==> src/rtl/yarp_mem_arbiter.sv <==
// yarp_mem_arbiter: shares one single-port memory between the instruction
// fetch port and the load/store data port. There is only ever one
// transaction in flight. It moves ARB -> REQ -> RSP, and the single
// response is routed back to whichever side was granted.
//
// Handshake rules for all three ports:
//   A requester holds req and its payload until it sees gnt for one cycle.
//   mem_req_o is held with a stable payload until mem_gnt_i is high.
//   Each granted transaction produces exactly one rvalid pulse, and that
//   pulse goes to the owner only.
module yarp_mem_arbiter #(
  parameter int ADDR_W       = 32,
  parameter int DATA_W       = 32,
  parameter int STARVE_LIMIT = 4
) (
  input  logic                clk,
  input  logic                reset,
  input  logic                imem_req_i,
  input  logic [ADDR_W-1:0]   imem_addr_i,
  output logic                imem_gnt_o,
  output logic                imem_rvalid_o,
  output logic [DATA_W-1:0]   imem_rdata_o,
  input  logic                dmem_req_i,
  input  logic                dmem_we_i,
  input  logic [ADDR_W-1:0]   dmem_addr_i,
  input  logic [DATA_W-1:0]   dmem_wdata_i,
  input  logic [DATA_W/8-1:0] dmem_be_i,
  output logic                dmem_gnt_o,
  output logic                dmem_rvalid_o,
  output logic [DATA_W-1:0]   dmem_rdata_o,
  output logic                mem_req_o,
  output logic                mem_we_o,
  output logic [ADDR_W-1:0]   mem_addr_o,
  output logic [DATA_W-1:0]   mem_wdata_o,
  output logic [DATA_W/8-1:0] mem_be_o,
  input  logic                mem_gnt_i,
  input  logic                mem_rvalid_i,
  input  logic [DATA_W-1:0]   mem_rdata_i,
  output logic                spurious_rsp_o,
  output logic [1:0]          dbg_state
);

  typedef enum logic [1:0] {
    ST_ARB = 2'd0,
    ST_REQ = 2'd1,
    ST_RSP = 2'd2
  } state_t;

  typedef enum logic [1:0] {
    OWN_NONE = 2'd0,
    OWN_IMEM = 2'd1,
    OWN_DMEM = 2'd2
  } owner_t;

  localparam int CNT_W = $clog2(STARVE_LIMIT + 1);
  localparam logic [CNT_W-1:0] STARVE_MAX = CNT_W'(STARVE_LIMIT);

  state_t           state_q, state_d;
  owner_t           owner_q;
  logic [CNT_W-1:0] starve_q;
  logic             fetch_forced;

  assign dbg_state    = state_q;
  assign fetch_forced = imem_req_i && (starve_q == STARVE_MAX);

  // State register
  always_ff @(posedge clk) begin
    if (reset) state_q <= ST_ARB;
    else       state_q <= state_d;
  end

  // Next-state logic: a grant leaves ARB, mem_gnt_i leaves REQ, and the response leaves RSP
  always_comb begin
    state_d = state_q;
    unique case (state_q)
      ST_ARB:  if (imem_gnt_o || dmem_gnt_o) state_d = ST_REQ;
      ST_REQ:  if (mem_gnt_i)                state_d = ST_RSP;
      ST_RSP:  if (mem_rvalid_i)             state_d = ST_ARB;
      default:                               state_d = ST_ARB;
    endcase
  end

  // Output decode: grants from live requests in ARB, response steering in RSP, spurious flag elsewhere
  always_comb begin
    imem_gnt_o     = 1'b0;
    dmem_gnt_o     = 1'b0;
    imem_rvalid_o  = 1'b0;
    dmem_rvalid_o  = 1'b0;
    imem_rdata_o   = '0;
    dmem_rdata_o   = '0;
    mem_req_o      = 1'b0;
    spurious_rsp_o = 1'b0;
    if (!reset) begin
      unique case (state_q)
        ST_ARB: begin
          // Data normally wins; a fetch starved STARVE_LIMIT times goes first
          dmem_gnt_o     = dmem_req_i && !fetch_forced;
          imem_gnt_o     = imem_req_i && (fetch_forced || !dmem_req_i);
          spurious_rsp_o = mem_rvalid_i;
        end
        ST_REQ: begin
          mem_req_o      = 1'b1;
          spurious_rsp_o = mem_rvalid_i;
        end
        ST_RSP: begin
          imem_rvalid_o = mem_rvalid_i && (owner_q == OWN_IMEM);
          dmem_rvalid_o = mem_rvalid_i && (owner_q == OWN_DMEM);
          imem_rdata_o  = imem_rvalid_o ? mem_rdata_i : '0;
          dmem_rdata_o  = dmem_rvalid_o ? mem_rdata_i : '0;
        end
        default: ;
      endcase
    end
  end

  // Request payload, owner and starvation counter, all captured on a grant
  always_ff @(posedge clk) begin
    if (reset) begin
      owner_q     <= OWN_NONE;
      starve_q    <= '0;
      mem_we_o    <= 1'b0;
      mem_addr_o  <= '0;
      mem_wdata_o <= '0;
      mem_be_o    <= '0;
    end else if (dmem_gnt_o) begin
      owner_q     <= OWN_DMEM;
      mem_we_o    <= dmem_we_i;
      mem_addr_o  <= dmem_addr_i;
      mem_wdata_o <= dmem_wdata_i;
      mem_be_o    <= dmem_be_i;
      // Only count wins that actually made a fetch wait
      if (!imem_req_i)              starve_q <= '0;
      else if (starve_q != STARVE_MAX) starve_q <= starve_q + 1'b1;
    end else if (imem_gnt_o) begin
      owner_q     <= OWN_IMEM;
      starve_q    <= '0;
      mem_we_o    <= 1'b0;
      mem_addr_o  <= imem_addr_i;
      mem_wdata_o <= '0;
      mem_be_o    <= '0;
    end
  end

endmodule
==> config.mk <==
export PLATFORM = sky130hd
export DESIGN_NAME = yarp_mem_arbiter
export DESIGN_NICKNAME = d
export VERILOG_FILES = /design/src/rtl/yarp_mem_arbiter.sv
export SDC_FILE = /design/constraint.sdc
export NUM_CORES = 1
export LEC_CHECK = 0
export CAP_MARGIN = 0
export CORE_ASPECT_RATIO = 2
export CORE_MARGIN = 2
export CORE_UTILIZATION = 31
export DETAILED_ROUTE_END_ITERATION = 8
export GPL_ROUTABILITY_DRIVEN = 0
export PLACE_DENSITY = 0.74
export SLEW_MARGIN = 30
export SYNTH_ARGS = -nofsm -noshare
export SYNTH_HDL_FRONTEND = slang
export SYNTH_SLANG_ARGS = --single-unit
==> constraint.sdc <==
create_clock -name clk -period 1.4 [get_ports clk]
set_input_delay 0.21 -clock clk [delete_from_list [all_inputs] [get_ports clk]]
set_output_delay 0.21 -clock clk [all_outputs]
set_load 0.02 [all_outputs]
==> flow_summary.yaml <==
clocking:
  cts_sinks: 76
  h-tree-depth: 3
  clockBufferDepth: 2
  clk_latency_ns: 0.35
  numCtsBuffers: 9
  path_clk_slew_ns: 0.06
  root_buffer: "clkbuf_16"
  cts_tree: "built"
  cts_hold_buf: 0
logic_synthesis:
  synth.top_cell.area_share: 0.402
  synth_edf_count: 0
  synth.largest_area_cell: "dfxtp_1"
  yosysUniqueCellTypes: 42
  synth_fp_nets: 540
  synthFlopType: "dfxtp_1"
  yosysWarnings: 0
  syn_area_um2: 3780
  synthTopCellsByArea: "dfxtp_1 (40%), and2_1 (11%), a22o_1 (8.1%)"
  syn_area_per_cell_um2: 9.48
  ys_seq_elements: 76
  yosysSeqAreaShare: 0.402
  synth-async-reset-ratio: 0
  syn_inst: 399
drt:
  dr_wl_met3_mm: 1.21
  wl_mm: 19.4
  dr_wl_met2_mm: 11.1
  wl_per_cell_um: 22.1
  post_drt_via_cell_ratio: 5.28
  drc: 0
  ant_nets: 0
  dr.pass1.iters: 4
  top_layer_used: "met4"
  vias: 4639
  wl_met1_mm: 6.39
  dr.first_iter.drc_count: 128
layout:
  nFillCells: 835
  nets: 868
  diodes: 0
  drive_above_1_share: 0.459
  fin_area_um2: 8890
  syn_to_final_growth_pct: 135
  fin_util: 0.738
setup_path:
  cp_cell_sequence: "nand4bb_4 -> nor3b_4 -> buf_6 -> clkbuf_16 -> and2_4 -> buf_6"
  worstSetupStartpoint: "dbg_state[0]"
  worstPathRequired_ns: 1.19
  critPathKind: "flip-flop to primary output"
  crit_arrival_ns: 1.71
  crit_fanout: 8
  worst_setup_path_end_kind: "primary output"
  worst-path-buf-inv: 3
  crit_family: "simple AND/OR/NAND/NOR gates"
  reg2reg_from: "dbg_state[1]"
  path_common_cell: "buf_6"
  critPathLaunchType: "flip-flop"
  slowest_delay_ns: 0.32
  cp_slowest_cell: "dfxtp_2"
sta:
  hold_viol: 0
  timing.final.ws_setup_ns: -0.524
  setup_violations: 143
  min_period_ns: 1.92
  skew_ns: 0.00936
  maxSlewHeadroom: 0.621
  rsz0062_at_grt: "true"
  worst_pin_slew_ns: 0.568
  fin_crit_sh: 1.37
  fmax_mhz: 520
  drv_slew: 0
power:
  power.density_nw_per_um2: 853
  ir_drop_v: 0.000843
  leakage_nw: 3.75
  finalPower_mw: 7.58
floorplanning:
  die_x_um: 82.1
  die-area_um2: 13200
  row_count: 57
  core-area_um2: 12100
  die_y_um: 160
  io_pins: 280
  start_util: 0.314
flow_run:
  timing.max_cap.violations: 0
placement:
  io_buffers: 279
  hpwl_mm: 11.4
  postPlaceCellArea_um2: 6980
  post-place-ws_ns: -0.957
grt:
  gr-usage-all-layers: 0.279
  grt_pass1_vias: 4877
  antenna_found_initial: 0
  grt_first_pass_wirelength_mm: 27.0
  grt-ovfl-total: 0
  grt_max_degree: 38
min_path:
  hp-class: "input port to flip-flop"
  hp-start: "reset"
run_status:
  violations: "negative setup slack"
  status: "finished, violations left"
-- worst register-to-register path: stages (launching register included) --
cell and delay, ns:
dfxtp_4 0.36, buf_6 0.13, buf_12 0.12, buf_12 0.11, nor2_4 0.11, buf_6 0.11, a21oi_4 0.08, buf_12 0.15
buf_12 0.13, a22o_1 0.19
-- kinds of logic after synthesis --
kind of cell,synth area share
AOI/OAI and AO/OA,0.290
and+or+nand+nor,0.221
DFF,0.402
buffers and inverters,0.0748
muxes,0.00529
adders and majority gates,0.00662
-- power breakdown --
| group | switching, mW | total (mW) | internal, mW |
|---|---|---|---|
| registers | 0.156 | 2.53 | 2.38 |
| logic | 1.28 | 2.77 | 1.49 |
| clock network | 1.04 | 2.28 | 1.24 |
| total | 2.47 | 7.58 | 5.11 |
-- registers in the layout (all words and copies together), names as in the netlist --
signal       count
mem_we_o         1
mem_wdata_o     32
dbg_state        2
owner_q          2
mem_be_o         4
starve_q         3
mem_addr_o      32
-- cell usage after synthesis, drive strengths merged (2+ instances only) --
library cell / count
nand2b: 30
ha: 2
nor3b: 4
and2: 65
nor2: 3
o32ai: 30
dfxtp: 76
or2: 2
nor3: 2
clkbuf: 22
a41o: 2
inv: 7
buf: 22
a21oi: 41
mux2i: 2
a22o: 35
a21boi: 2
nand4: 4
a211oi: 30
o21ai: 5
nand3: 3
-- metrics by stage --
stage,hold WS (ns),instances,TNS (ns)
after global routing,0.295,879,-50.40
final,0.281,879,-43.41
after global placement,0.455,811,-85.05
after detailed placement,0.457,811,-87.96
after floorplan,0.343,399,-9.86
after CTS,0.264,872,-45.94
-- repair_timing --
action / 4_1_cts / 5_1_grt
pin swaps: 47 / 35
cloned: 21 / 3
setup buffers: 24 / 13
endpoints found under the setup margin: 210 / 146
gates resized for setup: 600 / 87
-- final cells by class --
cell class	count	area, um^2	area share
clock inverters	7	68.8	0.00774
repair buffers	361	4100	0.461
multi-input cells	272	2760	0.310
inverters	7	28.8	0.00324
well taps	147	184	0.0207
flip-flops and latches	76	1530	0.172
clock buffers	9	225	0.0253
-- worst paths after layout --
| check | slack, ns | cells past startpoint | end |
|---|---|---|---|
| hold / removal | 0.28 | 3 | dbg_state[1] |
| hold reg to reg | 0.47 | 1 | mem_be_o[0] |
| setup / recovery | -0.52 | 6 | imem_rdata_o[27] |
| setup reg to reg | -0.20 | 9 | mem_wdata_o[19] |
-- layer usage --
layer,vias to the layer above,GRT usage
met5,-,0
met4,0,0.133
met3,42,0.0701
met2,211,0.529
met1,2236,0.261
li1,2150,-
-- placed cells by master, fill, tap and decap left out, drive strengths merged, types with 3 or more instances in the layout --
cell and count:
buf 154, clkdlybuf4s50 134, dfxtp 76, dlygate4sd2 70, and2 65, a21oi 41, a22o 35, nand2b 30
a211oi 30, o32ai 30, clkbuf 11, inv 10, o21ai 5, nand4 4, nor3b 4, nand3 3
nor2 3
Note: power is estimated with default switching activity, not from simulation.
